===== src/rtl/keypad_entry_if.sv =====
// keypad_entry_if: keypad matrix lines plus the accumulated number and key report
interface keypad_entry_if;
  logic [3:0]  row;
  logic [3:0]  col;
  logic [13:0] number;
  logic [3:0]  key_code;
  logic        key_strobe;
  logic        valid;
  modport master (input row, output col, number, key_code, key_strobe, valid);
  modport slave  (output row, input col, number, key_code, key_strobe, valid);
endinterface


===== src/rtl/keypad_entry.sv =====
// keypad_entry: scans a 4x4 keypad, debounces presses and builds a 0..9999 decimal entry
module keypad_entry #(
  parameter int SCAN_DIV = 100_000,
  parameter int DEBOUNCE = 4
) (
  input logic            clk,
  input logic            rst,
  keypad_entry_if.master bus
);
  localparam int CW = $clog2(SCAN_DIV);
  localparam int DW = $clog2(DEBOUNCE + 1);
  // key code per matrix position, indexed by row*4+col
  localparam logic [63:0] CODES = 64'hDF0E_C987_B654_A321;
  typedef enum logic {IDLE, HELD} state_t;
  state_t          state;
  logic [3:0]      row_m, row_s;
  logic [CW-1:0]   cnt;
  logic [1:0]      ci;
  logic [15:0]     keys, frame;
  logic [DW-1:0]   dcnt, dn;
  logic [3:0]      last, idx, code;
  logic [4:0]      ones;
  logic            sample, eval, single, accept, done;
  logic [13:0]     num_next;
  assign bus.col = ~(4'b0001 << ci);
  always_comb begin
    sample = cnt == CW'(SCAN_DIV - 1);
    eval   = sample && ci == 2'd3;
    frame  = keys;
    idx    = '0;
    ones   = '0;
    for (int r = 0; r < 4; r++) frame[r*4+3] = ~row_s[r];
    for (int i = 0; i < 16; i++)
      if (frame[i]) begin
        ones = ones + 5'd1;
        idx  = 4'(i);
      end
    single = ones == 5'd1;
    code   = CODES[idx*4 +: 4];
    // multi-key frames count as "no key" both for press and release
    dn     = state == IDLE ? (single ? ((dcnt != '0 && code == last) ? dcnt + DW'(1) : DW'(1)) : '0)
                           : (single ? '0 : dcnt + DW'(1));
    done   = dn == DW'(DEBOUNCE);
    accept = eval && state == IDLE && single && done;
    num_next = code <= 4'd9 ? (bus.number < 14'd1000 ? bus.number * 14'd10 + {10'd0, code} : bus.number)
             : code == 4'hA ? bus.number / 14'd10
             : code == 4'hE ? 14'd0
             : bus.number;
  end
  always_ff @(posedge clk or posedge rst) begin
    if (rst) begin
      state          <= IDLE;
      row_m          <= 4'hF;
      row_s          <= 4'hF;
      cnt            <= '0;
      ci             <= '0;
      keys           <= '0;
      dcnt           <= '0;
      last           <= '0;
      bus.number     <= '0;
      bus.key_code   <= '0;
      bus.key_strobe <= 1'b0;
      bus.valid      <= 1'b0;
    end else begin
      row_m          <= bus.row;
      row_s          <= row_m;
      cnt            <= sample ? '0 : cnt + CW'(1);
      bus.key_strobe <= accept;
      bus.valid      <= accept && code == 4'hF;
      if (sample) begin
        ci <= ci + 2'd1;
        for (int r = 0; r < 4; r++) keys[r*4 + int'(ci)] <= ~row_s[r];
      end
      if (eval) begin
        dcnt  <= done ? '0 : dn;
        last  <= code;
        state <= done ? (state == IDLE ? HELD : IDLE) : state;
      end
      if (accept) begin
        bus.key_code <= code;
        bus.number   <= num_next;
      end
    end
  end
endmodule


===== src/flat_wrapper.sv =====
// flat-port wrapper written by rule: the top's interface ports become plain ports
module keypad_entry_flat 
#(
  parameter int SCAN_DIV = 100_000,
  parameter int DEBOUNCE = 4
)
  (clk, rst, bus_row, bus_col, bus_number, bus_key_code, bus_key_strobe, bus_valid);
  keypad_entry_if bus_i ();
  input logic clk;
  input logic rst;
  input wire logic [$bits(bus_i.row)-1:0] bus_row;
  output wire logic [$bits(bus_i.col)-1:0] bus_col;
  output wire logic [$bits(bus_i.number)-1:0] bus_number;
  output wire logic [$bits(bus_i.key_code)-1:0] bus_key_code;
  output wire logic [$bits(bus_i.key_strobe)-1:0] bus_key_strobe;
  output wire logic [$bits(bus_i.valid)-1:0] bus_valid;
  assign bus_i.row = bus_row;
  assign bus_col = bus_i.col;
  assign bus_number = bus_i.number;
  assign bus_key_code = bus_i.key_code;
  assign bus_key_strobe = bus_i.key_strobe;
  assign bus_valid = bus_i.valid;
  keypad_entry #(.SCAN_DIV(SCAN_DIV), .DEBOUNCE(DEBOUNCE)) u_core (.clk(clk), .rst(rst), .bus(bus_i));
endmodule

===== config.mk =====
export PLATFORM = sky130hd
export DESIGN_NAME = keypad_entry_flat
export DESIGN_NICKNAME = d
export VERILOG_FILES = /design/src/rtl/keypad_entry_if.sv /design/src/rtl/keypad_entry.sv /design/src/flat_wrapper.sv
export SDC_FILE = /design/constraint.sdc
export NUM_CORES = 1
export LEC_CHECK = 0
export CORE_AREA = 5 5 116 118
export CTS_CLUSTER_SIZE = 20
export DETAILED_ROUTE_END_ITERATION = 7
export DIE_AREA = 0 0 121 123
export PLACE_DENSITY = 0.8
export SLEW_MARGIN = 20
export SYNTH_ARGS = -nofsm -noshare
export SYNTH_HDL_FRONTEND = slang
export SYNTH_SLANG_ARGS = --single-unit

===== constraint.sdc =====
create_clock -name clk -period 20.5 [get_ports clk]
set_input_delay 2.05 -clock clk [delete_from_list [all_inputs] [get_ports clk]]
set_output_delay 2.05 -clock clk [all_outputs]
set_load 0.005 [all_outputs]

==> out/metrics.json <==
{
  "status": {
    "outcome": "completed"
  },
  "grt": {
    "largest_net_degree_at_the_start_of_global_routing": 68,
    "grt_pass1_wl_mm": 26.7,
    "grt_pass1_vias": 5696,
    "antenna_found_initial": 0,
    "global_route.usage.total_pct": 21.7,
    "grt_remaining_overflow": 0
  },
  "layout": {
    "fin_cells": 1019,
    "antennaDiodeCount": 0,
    "num-nets-final": 897,
    "drive_gt1_share_pct": 8.62,
    "areaGrowthSynthToFinish_pct": 9.16,
    "post-route-cell-area_sq_um": 7790
  },
  "setup_path": {
    "reg2reg_capture_point": "u_core.bus.number[10]",
    "worstSetupStartpointType": "flop",
    "worst_r2r_path_depth": 53,
    "cpPeakStageDelay_ns": 0.42,
    "cp.arrival_ns": 11.16,
    "cp_data_required_time_ns": 20.70,
    "crit_type": "flop to flop",
    "worst_path_max_delay_cell": "sky130_fd_sc_hd__mux2i_2",
    "startpoint_of_the_most_critical_register_to_register_path": "u_core.keys[0]",
    "critPathMostFrequentCell": "sky130_fd_sc_hd__ha_1",
    "ff2ff_setup_slack_ns": 9.55,
    "highest_net_fanout_along_the_worst_path": 14,
    "worst_setup_path_end_kind": "flop"
  },
  "placement": {
    "pre_cts_ws_ns": 9.67,
    "place.detailed.hpwl_mm": 11.5,
    "placement.cell_area_sq_um": 7460,
    "numPlacedInstances": 1003,
    "portBuffers": 29,
    "place_congestion": 0.903
  },
  "clock_network": {
    "cts_root_buf": "sky130_fd_sc_hd__clkbuf_16",
    "max-clock-path-buffers": 2,
    "clk_pin_slew_worst_paths_ns": 0.05,
    "cts.hold.buffers_added": 0,
    "cts_buffers": 9,
    "h_tree_levels": 3,
    "cts_tree": "built",
    "clk_latency_ns": 0.33,
    "cts-resized-gates": 0,
    "postCtsSetupBuffers": 0,
    "clock_sink_count": 67
  },
  "synth": {
    "yosysWarnings": 0,
    "synth_enable_flop_cells": 0,
    "synth_top_cell_area_share_pct": 20.7,
    "syn-instance-count": 836,
    "syn_avg_cell_area_sq_um": 8.54,
    "asyncSetResetFlopFracSynth_pct": 100,
    "mappedNetlistArea_sq_um": 7140,
    "synth_commonest_cells": "sky130_fd_sc_hd__nand2_1 (85), sky130_fd_sc_hd__dfrtp_1 (59), sky130_fd_sc_hd__xnor2_1 (56)",
    "synth.area.top_cells": "sky130_fd_sc_hd__dfrtp_1 (21%), sky130_fd_sc_hd__ha_1 (8.2%), sky130_fd_sc_hd__xnor2_1 (6.9%)",
    "netlist.top_cell.by_area": "sky130_fd_sc_hd__dfrtp_1",
    "synth.distinct_cells": 98,
    "yosysSeqAreaShare_pct": 23.6,
    "ys.flop_type": "sky130_fd_sc_hd__dfrtp_1",
    "synth_most_common_cell": "sky130_fd_sc_hd__nand2_1",
    "synth_fp_nets": 891,
    "number_of_register_bits_inferred_by_synthesis": 67
  },
  "timing": {
    "fmax_ghz": 0.0913,
    "rsz0062_at_grt": "false",
    "timing_max_transition_violations_final": 0,
    "slew-limit-headroom_pct": 43.6,
    "setup_viol": 0,
    "setup_slack_ns": 9.55,
    "final-hold-violation-count": 0,
    "timing.setup.tns_ns": 0,
    "timing.final.crit_share_pct": 53.4,
    "fin_worst_skew_ns": 0.00564,
    "crit_path_time_final_ns": 10.95,
    "timing_worst_slew_pin_value_ns": 0.844
  },
  "hold_path": {
    "hold_end": "u_core.row_s[1]",
    "holdPathStages": 0,
    "hold_path.startpoint": "u_core.row_m[1]",
    "hold_path_class": "flop to flop"
  },
  "drt": {
    "drt_iter0_markers": 520,
    "ant_nets": 0,
    "post_drt_via_cell_ratio": 6.09,
    "post_drt_wl_per_cell_microns": 15.4,
    "route.detailed.drc": 0,
    "drt_wl_total_mm": 15.7,
    "drtPass1Iterations": 6,
    "routed-via-count": 6210
  },
  "die": {
    "die_width_microns": 121,
    "ports_placed_on_the_boundary": 30,
    "die_h_microns": 123,
    "rows": 41,
    "initial_standard_cell_utilization_of_the_core_pct": 57.8,
    "fp.coreArea_sq_um": 12400,
    "dieArea_sq_um": 14900
  },
  "power_and_ir_drop": {
    "p_leak_nw": 3.32,
    "power.density_cell_area_nw_per_um2": 42.9,
    "power.ir.vdd_worst_uv": 54.4
  },
  "run": {
    "cap_viol_max_count": 0
  }
}
==> layout by cell type, fill, tap and decap left out, types with 10 or more instances in the layout <==
cell type,instances
sky130_fd_sc_hd__nand2_1,85
sky130_fd_sc_hd__dfrtp_1,59
sky130_fd_sc_hd__xnor2_1,56
sky130_fd_sc_hd__nor2_1,55
sky130_fd_sc_hd__ha_1,47
sky130_fd_sc_hd__o21ai_0,44
sky130_fd_sc_hd__inv_1,44
sky130_fd_sc_hd__nand3_1,36
sky130_fd_sc_hd__a21oi_1,33
sky130_fd_sc_hd__clkdlybuf4s50_1,29
sky130_fd_sc_hd__xor2_1,28
sky130_fd_sc_hd__a21o_1,16
sky130_fd_sc_hd__or3_1,15
sky130_fd_sc_hd__nand2b_1,14
sky130_fd_sc_hd__nor3_1,13
sky130_fd_sc_hd__nand4_1,12
sky130_fd_sc_hd__and3_1,11
sky130_fd_sc_hd__mux2i_1,11
sky130_fd_sc_hd__nor2b_1,10
==> logic make-up (layout without fill, tap and decap cells) <==
| family | Yosys count | after routing | share of synthesized area (%) |
|---|---|---|---|
| flops | 67 | 67 | 23.6 |
| mux | 36 | 36 | 5.96 |
| fa+ha+maj | 53 | 53 | 9.36 |
| compound gates | 209 | 209 | 20.9 |
| simple gates | 289 | 289 | 20.5 |
| buf+inv | 85 | 96 | 5.52 |
| xor+xnor | 97 | 97 | 14.2 |
==> layout make-up <==
cell class                      count  area [sq um]
Clock buffer                       11           253
Sequential cell                    67          1690
Fill cell                        1071          4570
Timing Repair Buffer               31           305
Clock inverter                      5          83.8
Tap cell                          172           215
Inverter                           49           184
Multi-Input combinational cell    684          5070
==> registers in the layout, summed over array words and instances (netlist names), 2 cells and up <==
| signal | cells |
|---|---|
| u_core.cnt | 17 |
| u_core.bus.number | 14 |
| u_core.keys | 12 |
| u_core.bus.key_code | 4 |
| u_core.last | 4 |
| u_core.row_m | 4 |
| u_core.row_s | 4 |
| u_core.dcnt | 3 |
| u_core.ci | 2 |
==> through the flow <==
stage / total power [mW] / hold WS, ns / util (%)
6_report: 0.335 / 0.354 / 63.1
3_3_place_gp: 0.165 / 0.346 / 60.3
4_1_cts: 0.337 / 0.355 / 63.0
2_1_floorplan: 0.160 / 0.345 / -
5_1_grt: 0.348 / 0.357 / 63.1
3_5_place_dp: 0.166 / 0.347 / 60.3
==> where the power goes <==
group	switching, mW	internal, mW	total (mW)
registers	0.00154	0.134	0.135
logic	0.0175	0.0109	0.0284
clock network	0.0576	0.113	0.171
total	0.0765	0.258	0.335
==> layer usage <==
metal | vias up | track usage (%) | part of all wire (%)
met5 | - | 0 | 0
met4 | 0 | 6.23 | 1.6
met3 | 28 | 2.56 | 3.8
met2 | 179 | 35.7 | 47
met1 | 2948 | 30.1 | 47
li1 | 3055 | - | -
==> worst max path at each step <==
stage                               from                     to  slack (ns)
after floorplan           u_core.keys[1]   u_core.bus.number[1]       10.57
after global placement    u_core.keys[1]   u_core.bus.number[9]        10.0
after detailed placement  u_core.keys[0]  u_core.bus.number[11]        9.67
after CTS                 u_core.keys[0]  u_core.bus.number[10]        9.58
after global routing      u_core.keys[1]   u_core.bus.number[9]        8.59
final                     u_core.keys[0]  u_core.bus.number[10]        9.55
==> worst max-delay path: cells and delay by family (launching register included) <==
| family | cells | cell delay, ns |
|---|---|---|
| simple gates | 18 | 2.37 |
| fa+ha+maj | 14 | 4.18 |
| mux | 5 | 1.58 |
| flops | 1 | 0.37 |
| xor+xnor | 1 | 0.18 |
| compound gates | 11 | 1.92 |
| buf+inv | 4 | 0.24 |
Note: power is estimated with default switching activity, not from simulation.
